==> config.mk <==
export PLATFORM = sky130hd
export DESIGN_NAME = mul_div_unit
export DESIGN_NICKNAME = d
export VERILOG_FILES = /design/src/rtl/mul_div_unit.sv
export SDC_FILE = /design/constraint.sdc
export NUM_CORES = 1
export LEC_CHECK = 0
export CAP_MARGIN = 15
export CORE_MARGIN = 4
export CORE_UTILIZATION = 45
export CTS_BUF_LIST = sky130_fd_sc_hd__clkbuf_8
export DETAILED_ROUTE_END_ITERATION = 12
export PLACE_DENSITY = 0.64
export SLEW_MARGIN = 20
export SYNTH_ARGS = -nofsm -noshare
export SYNTH_HDL_FRONTEND = slang
export SYNTH_SLANG_ARGS = --single-unit
==> constraint.sdc <==
create_clock -name clk -period 7.2 [get_ports clk]
set_input_delay 1.8 -clock clk [delete_from_list [all_inputs] [get_ports clk]]
set_output_delay 1.8 -clock clk [all_outputs]
set_load 0.02 [all_outputs]
==> src/rtl/mul_div_unit.sv <==
// rtl/mul_div_unit.sv - Iterative MIPS multiply/divide unit with HI/LO registers.
// Optional signed MULT/DIV support is enabled by defining MDU_SIGNED_EN.
module mul_div_unit #(
    parameter int DATA_WIDTH = 32
) (
    input  logic                  clk,
    input  logic                  reset,
    input  logic                  start_i,
    input  logic [1:0]            mdu_operation_i,
    input  logic [DATA_WIDTH-1:0] a_i,
    input  logic [DATA_WIDTH-1:0] b_i,
    input  logic                  mthi_i,
    input  logic                  mtlo_i,
    output logic                  busy_o,
    output logic                  done_o,
    output logic [DATA_WIDTH-1:0] hi_o,
    output logic [DATA_WIDTH-1:0] lo_o
);

    localparam int W  = DATA_WIDTH;
    localparam int CW = $clog2(W);

    typedef enum logic [1:0] {
        S_IDLE = 2'd0,
        S_RUN  = 2'd1,
        S_FIX  = 2'd2
    } state_t;

    state_t          state_q, state_d;
    logic [CW-1:0]   count_q, count_d;
    logic            is_div_q, is_div_d;
    logic            b_zero_q, b_zero_d;
    logic [W-1:0]    opnd_q, opnd_d;
    logic [W-1:0]    a_raw_q, a_raw_d;
    logic [2*W-1:0]  acc_q, acc_d;
    logic [W-1:0]    hi_q, hi_d;
    logic [W-1:0]    lo_q, lo_d;
    logic            done_q, done_d;

    logic [W-1:0]    mag_a, mag_b;

`ifdef MDU_SIGNED_EN
    logic            sign_a_q, sign_a_d;
    logic            sign_b_q, sign_b_d;
    logic            signed_op;

    assign signed_op = ~mdu_operation_i[0];
    assign mag_a     = (signed_op && a_i[W-1]) ? (~a_i + 1'b1) : a_i;
    assign mag_b     = (signed_op && b_i[W-1]) ? (~b_i + 1'b1) : b_i;
    assign sign_a_d  = (state_q == S_IDLE && start_i) ? (signed_op & a_i[W-1]) : sign_a_q;
    assign sign_b_d  = (state_q == S_IDLE && start_i) ? (signed_op & b_i[W-1]) : sign_b_q;

    always_ff @(posedge clk or negedge reset) begin
        if (!reset) begin
            sign_a_q <= 1'b0;
            sign_b_q <= 1'b0;
        end else begin
            sign_a_q <= sign_a_d;
            sign_b_q <= sign_b_d;
        end
    end
`else
    logic            unused_op_sign;

    assign unused_op_sign = mdu_operation_i[0];
    assign mag_a          = a_i;
    assign mag_b          = b_i;
`endif

    // Multiply step: conditional add into the upper half, then shift right.
    logic [W:0]      mul_sum;
    assign mul_sum = {1'b0, acc_q[2*W-1:W]} + (acc_q[0] ? {1'b0, opnd_q} : {(W+1){1'b0}});

    // Divide step: shift the next dividend bit into the remainder and try to subtract.
    logic [W:0]      div_shift;
    logic [W:0]      div_diff;
    logic            div_ge;
    assign div_shift = {acc_q[2*W-1:W], acc_q[W-1]};
    assign div_diff  = div_shift - {1'b0, opnd_q};
    assign div_ge    = (div_shift >= {1'b0, opnd_q});

    logic [2*W-1:0]  prod_fix;
    logic [W-1:0]    quo_fix;
    logic [W-1:0]    rem_fix;

    always_comb begin
        prod_fix = acc_q;
        quo_fix  = acc_q[W-1:0];
        rem_fix  = acc_q[2*W-1:W];
`ifdef MDU_SIGNED_EN
        if (sign_a_q ^ sign_b_q) begin
            prod_fix = ~acc_q + 1'b1;
            quo_fix  = ~acc_q[W-1:0] + 1'b1;
        end
        if (sign_a_q) begin
            rem_fix = ~acc_q[2*W-1:W] + 1'b1;
        end
`endif
    end

    always_comb begin
        state_d  = state_q;
        count_d  = count_q;
        is_div_d = is_div_q;
        b_zero_d = b_zero_q;
        opnd_d   = opnd_q;
        a_raw_d  = a_raw_q;
        acc_d    = acc_q;
        hi_d     = hi_q;
        lo_d     = lo_q;
        done_d   = 1'b0;

        case (state_q)
            S_IDLE: begin
                if (start_i) begin
                    state_d  = S_RUN;
                    count_d  = '0;
                    is_div_d = mdu_operation_i[1];
                    b_zero_d = (b_i == '0);
                    a_raw_d  = a_i;
                    // Divide keeps the divisor as the step operand; multiply keeps the multiplicand.
                    if (mdu_operation_i[1]) begin
                        opnd_d = mag_b;
                        acc_d  = {{W{1'b0}}, mag_a};
                    end else begin
                        opnd_d = mag_a;
                        acc_d  = {{W{1'b0}}, mag_b};
                    end
                end else begin
                    if (mthi_i) hi_d = a_i;
                    if (mtlo_i) lo_d = a_i;
                end
            end
            S_RUN: begin
                if (is_div_q) begin
                    acc_d = {(div_ge ? div_diff[W-1:0] : div_shift[W-1:0]),
                             acc_q[W-2:0], div_ge};
                end else begin
                    acc_d = {mul_sum, acc_q[W-1:1]};
                end
                count_d = count_q + 1'b1;
                if (count_q == CW'(W-1)) begin
                    state_d = S_FIX;
                end
            end
            S_FIX: begin
                state_d = S_IDLE;
                done_d  = 1'b1;
                if (is_div_q) begin
                    if (b_zero_q) begin
                        hi_d = a_raw_q;
                        lo_d = {W{1'b1}};
                    end else begin
                        hi_d = rem_fix;
                        lo_d = quo_fix;
                    end
                end else begin
                    hi_d = prod_fix[2*W-1:W];
                    lo_d = prod_fix[W-1:0];
                end
            end
            default: begin
                state_d = S_IDLE;
            end
        endcase
    end

    always_ff @(posedge clk or negedge reset) begin
        if (!reset) begin
            state_q  <= S_IDLE;
            count_q  <= '0;
            is_div_q <= 1'b0;
            b_zero_q <= 1'b0;
            opnd_q   <= '0;
            a_raw_q  <= '0;
            acc_q    <= '0;
            hi_q     <= '0;
            lo_q     <= '0;
            done_q   <= 1'b0;
        end else begin
            state_q  <= state_d;
            count_q  <= count_d;
            is_div_q <= is_div_d;
            b_zero_q <= b_zero_d;
            opnd_q   <= opnd_d;
            a_raw_q  <= a_raw_d;
            acc_q    <= acc_d;
            hi_q     <= hi_d;
            lo_q     <= lo_d;
            done_q   <= done_d;
        end
    end

    assign busy_o = (state_q != S_IDLE);
    assign done_o = done_q;
    assign hi_o   = hi_q;
    assign lo_o   = lo_q;

endmodule

# After elaboration in Yosys (flattened, before gate mapping)

Index checks and enable logic that the tools add are counted.

Bits in registers: 202
Word-level logic and storage cells: 55

$add $sub $neg: 3
Magnitude comparators: 1
Equal/unequal tests: 8
Multiplexer cells: 23
Reduce and logical (&&, ||, !) cells: 10

Operators with widths:

| kind                                                 | number |
|---|---|
| 2-to-1 mux 32 bit                                    | 12 |
| 2-to-1 mux 64 bit                                    | 2 |
| case mux 32 bit (2 select lines)                     | 2 |
| case mux 64 bit (2 select lines)                     | 1 |
| adder 32 x 32 -> 33 bit                              | 1 |
| greater-or-equal comparator 33 x 32 -> 1 bit         | 1 |
| logical NOT 32 bit                                   | 1 |
| subtractor 32 bit                                    | 1 |
| != test 2 bit (second input constant)                | 5 |
| case mux 5 bit (2 select lines)                      | 1 |
| AND reduction 2 bit                                  | 3 |
| AND reduction 3 bit                                  | 2 |
| nonzero test 2 bit                                   | 3 |
| adder 5 x 1 -> 5 bit (second input constant)         | 1 |
| equality test 5 bit (second input constant)          | 1 |
| 2-to-1 mux 5 bit                                     | 1 |
| 2-to-1 mux 2 bit                                     | 2 |
| case mux 2 bit (2 select lines)                      | 1 |
| equality test 2 x 1 -> 1 bit (second input constant) | 1 |
| equality test 2 bit (second input constant)          | 1 |
| logical NOT 2 bit                                    | 1 |
| 2-to-1 mux 1 bit                                     | 1 |

# Depth between registers and ports, before layout

Word-level depth: 4
Depth in mapped cells: 15
Gate-level depth less buffers: 13

# Worst setup path after synthesis

OpenSTA, ideal clock, no wires.

Path kind: input port to flip-flop
From: input port mdu_operation_i[1]
To: register acc_q[6]
Library setup time: 134 ps
Arrival: 3078 ps
Data required time: 7066 ps
Path slack: 3988 ps
Stages: 6
Buffers on the path: 2
Cells stage by stage: clkbuf_1 buf_1 mux2i_1 nand2_1 o211ai_1 o21ai_0

Word-level cells in the longest chain between the ends: 3

RTL lines:

| what                             | RTL line | text |
|---|---|---|
| start, declared                  | 9        | `input logic [1:0] mdu_operation_i,` |
| 2-to-1 mux 32 bit                | 122      | `if (mdu_operation_i[1]) begin` |
| 2-to-1 mux 64 bit                | 115      | `if (start_i) begin` |
| case mux 64 bit (2 select lines) | 113      | `case (state_q)` |
| end signal, assigned             | 176      | `acc_q <= '0;` |
| end signal, assigned             | 187      | `acc_q <= acc_d;` |
| end, declared                    | 35       | `logic [2*W-1:0] acc_q, acc_d;` |

No other way between the ends. The select of a mux whose other input is x is not followed.
A chain may end at the register's enable or synchronous reset.

# Worst setup path in the final report

From: register acc_q[0]
To: register acc_q[59]

Word-level cells in the longest chain between the ends: 4

RTL lines:

| what                             | RTL line | text |
|---|---|---|
| 2-to-1 mux 32 bit                | 72       | `assign mul_sum = {1'b0, acc_q[2*W-1:W]} + (acc_q[0] ? {1'b0, opnd_q} : {(W+1){1'b0}});` |
| adder 32 x 32 -> 33 bit          | 72       |  |
| 2-to-1 mux 64 bit                | 135      | `if (is_div_q) begin` |
| case mux 64 bit (2 select lines) | 113      |  |

No other way between the ends.

==> out/qor.csv <==
stage,metric,value,unit
clock_network,cts_made_buffers,37,
clock_network,path_clk_slew,60,ps
detailed_routing,vias_per_cell,5.72,
synth,syn_area_per_cell,8.22,µm²
critical_path,crit_buf_inv,1,
detailed_routing,drc,0,
floorplanning,start_util,46.0,%
clock_network,cts_resized,0,
cells_and_area,nets,1898,
synth,ys_warn_count,0,
critical_path,end_kind,flip-flop,
clock_network,worstSkewPairLatency,540,ps
detailed_routing,drtAntennaViolNets,0,
flow_run,maxCapViolCount,0,
power_and_ir_drop,seqPwrFrac,26.1,%
timing,relSlewSlack,31.8,%
cells_and_area,drive_above_1_share,5.26,%
critical_path,cp_top_family,compound AO/OA/AOI/OAI gates,
synth,synthCells,1675,
critical_path,crit_type,reg -> reg,
clock_network,cts_tree,built,
global_routing,grtUsageTotal,24.4,%
global_routing,grt_first_pass_wirelength,66.8,mm
power_and_ir_drop,combPwrFrac,61.2,%
cells_and_area,synthToLayoutAreaGrowth,16.8,%
timing,worst_pin_slew,1020,ps
timing,fin_crit,3900,ps
status,status,completed,
power_and_ir_drop,internal_power,4.57,mW
floorplanning,core-area,30000,µm²
power_and_ir_drop,clockPowerShare,12.7,%
power_and_ir_drop,p_switching,4.11,mW
detailed_routing,wl_per_cell,19.1,µm
placement,portBuffers,135,
critical_path,cp_slowest_cell,dfrtp_1,
synth,synth_ff_type,dfrtp_1,
synth,synth_area_leaders,"dfrtp_1 37%, nand2_1 10%, mux2i_1 8.4%",
floorplanning,dieHeight,183,µm
clock_network,cts_max_path_buffers,3,
timing,rsz0062_at_grt,false,
hold_path,holdCritPathClass,reg -> reg,
power_and_ir_drop,ir_drop,277,µV
synth,synth_seq_area_share,36.7,%
synth,synth_edf_count,0,
global_routing,grt_max_degree,117,
cells_and_area,final_common_cell,nand2_1,
power_and_ir_drop,leakage,7.31,nW
floorplanning,rows,63,
placement,routabilityCongestion,0.874,
placement,dp_hpwl,29.7,mm
detailed_routing,drt-pass1-iter-count,5,
synth,synth_top_area_cell,dfrtp_1,
synth,yosys_register_bits,202,
power_and_ir_drop,p_per_area,540,nW/µm²
clock_network,cts_sinks,202,
synth,synth_cell_types,70,
clock_network,cts_max_level,2,
synth,synth_top_area_share,36.7,%
critical_path,cp-start-kind,flip-flop,
timing,clock_skew,22.4,ps
cells_and_area,utilization,53.7,%
detailed_routing,via_count,12400,
cells_and_area,layout_common_cells,"369 x nand2_1, 210 x o21ai_0, 201 x dfrtp_1",
floorplanning,die_width,183,µm
floorplanning,die-area,33500,µm²
global_routing,antenna_found_initial,0,
clock_network,root_buffer,clkbuf_8,
timing,period_share,54.1,%
critical_path,arrival,4280,ps
global_routing,first_global_vias,11900,
clock_network,post-cts-setup-buffer-count,0,
critical_path,worstPathRequired,7590,ps
clock_network,holdBufCountCts,0,
critical_path,path_max_fanout,35,
synth,syn_area,13800,µm²
timing,setup_viol,0,
timing,setup-tns-final,0,ps
floorplanning,io_pins,137,
detailed_routing,drt_iter0_drc,1022,
critical_path,critPathMaxStageDelay,1010,ps
power_and_ir_drop,p_sw_share,47.3,%
synth,synth_nets,1814,
global_routing,grt-ovfl-total,0,
timing,final-max-slew-violation-count,0,
critical_path,crit_chain,and2_1 > ha_1 > inv_1 > fa_1 > nand2b_1 > a21oi_1 > o21ai_1 > o21ba_2 > o31a_1 > o21ai_1 > a21oi_1 > mux2i_1 > o211ai_1,
detailed_routing,routed_wirelength,41.5,mm
synth,async_flop_share,100,%
timing,max_freq,257,MHz
timing,hold_viol_final,0,
[final cells by class]
cell class | instances | area (µm²)
diodes | 1 | 2.50
clock buffers | 49 | 674
clock inverters | 17 | 78.8
fillers | 2864 | 13900
inverters | 47 | 176
multi-input cells | 1319 | 8120
flip-flops and latches | 202 | 5060
well taps | 390 | 488
repair buffers | 152 | 1480
[stage by stage]
stage	hold slack, ps	worst slack, ps	cell area, µm²	cells	power, mW
floorplan	446	3990	13800	1675	6.07
global placement	457	3220	15300	2110	7.45
detailed placement	463	3220	15300	2110	7.53
CTS	476	3260	16100	2176	8.68
global route	496	2990	16100	2176	9.42
finish	475	3300	16100	2177	8.68
[Yosys cell counts, drive strengths merged, types with 3 or more instances]
library cell / n
and3: 6
o2111ai: 3
mux2: 8
o31a: 3
nand4: 17
o21bai: 6
xnor2: 31
a22o: 7
o21ai: 225
dfrtp: 202
mux2i: 116
ha: 66
nand3: 59
nor4: 10
and2: 35
buf: 22
a21oi: 80
nand2: 370
nor2: 47
nand3b: 3
o221ai: 7
clkbuf: 85
o31ai: 4
xor2: 21
o22ai: 32
nor3: 14
inv: 47
nor2b: 8
a211oi: 8
or2: 4
o211ai: 44
a21o: 28
nand2b: 10
a31oi: 8
o21a: 12
[worst paths after layout]
| check | from | to | slack [ps] | depth (start not counted) |
|---|---|---|---|---|
| worst max-delay path | acc_q[0]$_DFFE_PN0P_ | acc_q[59]$_DFFE_PN0P_ | 3300 | 13 |
| worst min-delay path | a_raw_q[1]$_DFFE_PN0P_ | a_raw_q[1]$_DFFE_PN0P_ | 470 | 2 |
| worst max register to register | acc_q[0]$_DFFE_PN0P_ | acc_q[59]$_DFFE_PN0P_ | 3300 | 13 |
| worst min register to register | a_raw_q[1]$_DFFE_PN0P_ | a_raw_q[1]$_DFFE_PN0P_ | 470 | 2 |
| max in group asynchronous | reset | is_div_q$_DFFE_PN0P_ | 4560 | 2 |
| min in group asynchronous | reset | lo_o[6]$_DFFE_PN0P_ | 1360 | 1 |
[power by group through the flow]
stage | clock (mW) | combinational (mW) | sequential [mW]
floorplan | 0 | 3.81 | 2.26
global placement | 0 | 5.19 | 2.26
finish | 1.10 | 5.31 | 2.27
global route | 1.19 | 5.90 | 2.34
detailed placement | 0 | 5.27 | 2.27
CTS | 1.13 | 5.30 | 2.25
[worst min-delay path, stage by stage (launching register included)]
cell	delay (ps)
dfrtp_1	340
nand2_1	50
nand2_1	50
[per-layer routing]
metal / up-vias / wire length, µm / global-route usage, %
met5: - / 0 / 0
met3: 58 / 2630 / 4.38
met4: 0 / 773 / 5.51
li1: 6108 / - / -
met2: 342 / 17600 / 35.1
met1: 5937 / 20500 / 38.1
[cell families (layout without fill, tap and decap cells)]
kind of cell | after synthesis | in the layout | share of synthesized area (%)
multiplexers | 124 | 124 | 9.09
buffers and inverters | 154 | 265 | 4.62
adder cells (fa/ha/maj) | 68 | 68 | 6.29
AO/OA/AOI/OAI | 485 | 485 | 21.0
other | 0 | 1 | 0
flip-flops | 202 | 202 | 36.7
AND/OR/NAND/NOR | 590 | 590 | 19.0
XOR/XNOR | 52 | 52 | 3.31
[registers in the layout, summed over array words and instances, names as in the netlist, 2 cells and up]
name     flops
acc_q       64
lo_o        32
hi_o        32
a_raw_q     32
opnd_q      32
count_q      5
state_q      2
Power figures use the tool's default switching activity.
==> variant, RTL diff (same settings) <==
Register the inputs `mthi_i` and `mtlo_i` before use. The logic sees them one clock later. The other inputs are not delayed to match.
--- a/src/rtl/mul_div_unit.sv
+++ b/src/rtl/mul_div_unit.sv
@@ -27,4 +27,12 @@
     } state_t;
 
+    logic mthi_q;
+    logic mtlo_q;
+
+    always_ff @(posedge clk) begin
+        mthi_q <= mthi_i;
+        mtlo_q <= mtlo_i;
+    end
+
     state_t          state_q, state_d;
     logic [CW-1:0]   count_q, count_d;
@@ -128,6 +136,6 @@
                     end
                 end else begin
-                    if (mthi_i) hi_d = a_i;
-                    if (mtlo_i) lo_d = a_i;
+                    if (mthi_q) hi_d = a_i;
+                    if (mtlo_q) lo_d = a_i;
                 end
             end
Check against the original RTL: not equivalent (a bounded check fails within 4 cycles, from zero or initial values and one cycle with reset low).
==> variant against the unedited design <==
  * Synthesized cell count is 0.60% lower
  * Die area down 0.22%
  * Cell area shrank 0.40%
  * Power shrank 1.2%
  * Via count grew 0.90%
  * Routed wire length up 2.1%
  * Area after synthesis is 0.23% lower
  * Sequential cell count up 2
  * Global-route usage is 0.41 points higher
  * Setup slack got worse by 29 ps
  * Critical endpoint is now acc_q[61]
  * Largest power group unchanged
==> variant: results (changes against the unedited design) <==
----------------------------------------------------
[Outcome]
  Result of the run ... finished, final reports clean

[Final layout]
  Final nets ... 1892 (-0.32%)
  Fin cells ... 2168 (-0.41%)
  Number of flip-flops in the largest register ... 64 (unchanged)
  Layout fillers ... 2787 (-2.7%)
  Share of final-layout standard cells stronger than drive strength 1 ... 0.0535 (+0.000829)

[Placed design]
  Global placer's final weighted congestion ... 0.867 (-0.84%)
  Worst-case setup slack after placement ... 2980 ps (-242 ps)
  Placed cell count ... 2104 (-0.28%)
  Dpl hpwl ... 29900 µm (+0.67%)

[Worst setup path]
  CP arrival ... 4350 ps (+70 ps)
  Slowest stage cell on the critical path ... dfrtp_2
  Largest incremental delay on the critical path ... 750 ps (-260 ps)
  Critical R2R Capture ... acc_q[61]

[GRT]
  Aggregate global-route resource usage ... 0.248 (+0.00412)
  Wire length of the first global-routing pass ... 67300 µm (+0.73%)
  Largest net degree at the start of global routing ... 104 (-11%)
  Vias in the first global route ... 11922 (+0.39%)

[Timing]
  Least-Margin Pin Slew ... 1060 ps (+36.8 ps)
  Clock period minus worst slack ... 3930 ps (+29.3 ps)
  Worst-case clock skew ... 22.6 ps (+0.222 ps)

[Power]
  Power density over cell area ... 536 mW/mm² (-0.76%)
  Standby leakage power ... 0.00721 µW (-1.4%)
  Clock group power ... 1030 µW (-6%)
  VDD IR max ... 0.202 mV (-27%)
  Net switching power figure ... 4120 µW (+0.22%)

[Yosys]
  Leading post-synthesis cells by cell area ... dfrtp_1 37%, nand2_1 9.9%, mux2i_1 7.9%
  Multiplexer area fraction after synthesis ... 0.0828 (-0.00808)
  List of most frequent post-synthesis cells ... 362 x nand2_1, 215 x o21ai_0, 202 x dfrtp_1
  Mean Syn Cell Area ... 8.25 µm² (+0.37%)
  Distinct cells, synth ... 73 (+4.3%)
  Summed instance area of the synthesized netlist ... 0.0137 mm² (-0.23%)
  Xor/xnor cell area share of the yosys netlist ... 0.0293 (-0.00375)
  Adder and majority gate portion of the synthesized area ... 0.0630 (+0.000143)
  Share of synthesized area occupied by flip-flops and latches ... 0.371 (+0.00375)
  Mapped Nets ... 1804 (-0.55%)
  Ys async rst share ... 0.990 (-0.00980)
  Area fraction in compound gates after synthesis ... 0.223 (+0.0126)

[Hold path]
  Worst min-delay path endpoint ... a_raw_q[8]
  Startpoint of the most critical hold path ... a_raw_q[8]

[Drt]
  DR pass1 iterations ... 5 (unchanged)
  Number of DRC violations after detailed-routing iteration 0 ... 1149 (+12%)
  DR vias ... 12557 (+0.90%)
  DR WL/cell ... 19.5 µm (+2.5%)

[CTS]
  Post-CTS Hold Buffers ... 0 (unchanged)

----------------------------------------------------
==> variant: cell types whose count changed after synthesis, sizes merged, moves of 6 or more <==
cell	before	now
clkbuf	85	78
nand3	59	53
a221o	1	7
a21oi	80	69
a21o	28	20
nand2	370	363
a211oi	8	15
inv	47	57
o21a	12	4
mux2i	116	108
==> variant: per-layer routing <==
metal,vias up,GRT usage,routed length [µm],part of all wire
met5,-,0,0,0
met4,0,0.0534,690,0.016
met3,54,0.0405,2950,0.070
met2,425,0.352,17700,0.42
met1,5984,0.395,21000,0.50
li1,6094,-,-,-
==> variant: worst max-delay path by stage <==
stage,start,cells after the start,to
finish,acc_q[0],13,acc_q[61]
floorplan,mdu_operation_i[1],6,acc_q[21]
CTS,acc_q[0],13,acc_q[61]
global placement,acc_q[0],13,acc_q[61]
detailed placement,acc_q[0],13,acc_q[61]
global route,acc_q[0],13,acc_q[61]
==> variant: area by class of cell <==
cell class | count | area share
Antenna cell | 1 | 0.000156
Clock buffer | 44 | 0.0378
Sequential cell | 204 | 0.318
Clock inverter | 19 | 0.00500
Tap cell | 390 | 0.0305
Multi-Input combinational cell | 1304 | 0.504
Inverter | 57 | 0.0134
Timing Repair Buffer | 149 | 0.0910
==> variant: metrics by stage <==
stage,instance area [µm²],hold slack [ps]
floorplan,13700,446
global placement,15300,457
detailed placement,15300,462
CTS,16000,476
global route,16000,492
finish,16000,474
==> variant: worst reg2reg max path, cell delays in order, from the launching register on <==
cell      delay [ps]
dfrtp_2          750
and2_1           230
ha_1             180
inv_1             60
fa_1             400
nand2b_1         190
a211oi_1         490
o21ai_0          180
o211ai_1         230
a41oi_2          280
o21ai_2          260
a31oi_1          130
xnor2_1          140
a221o_1          310
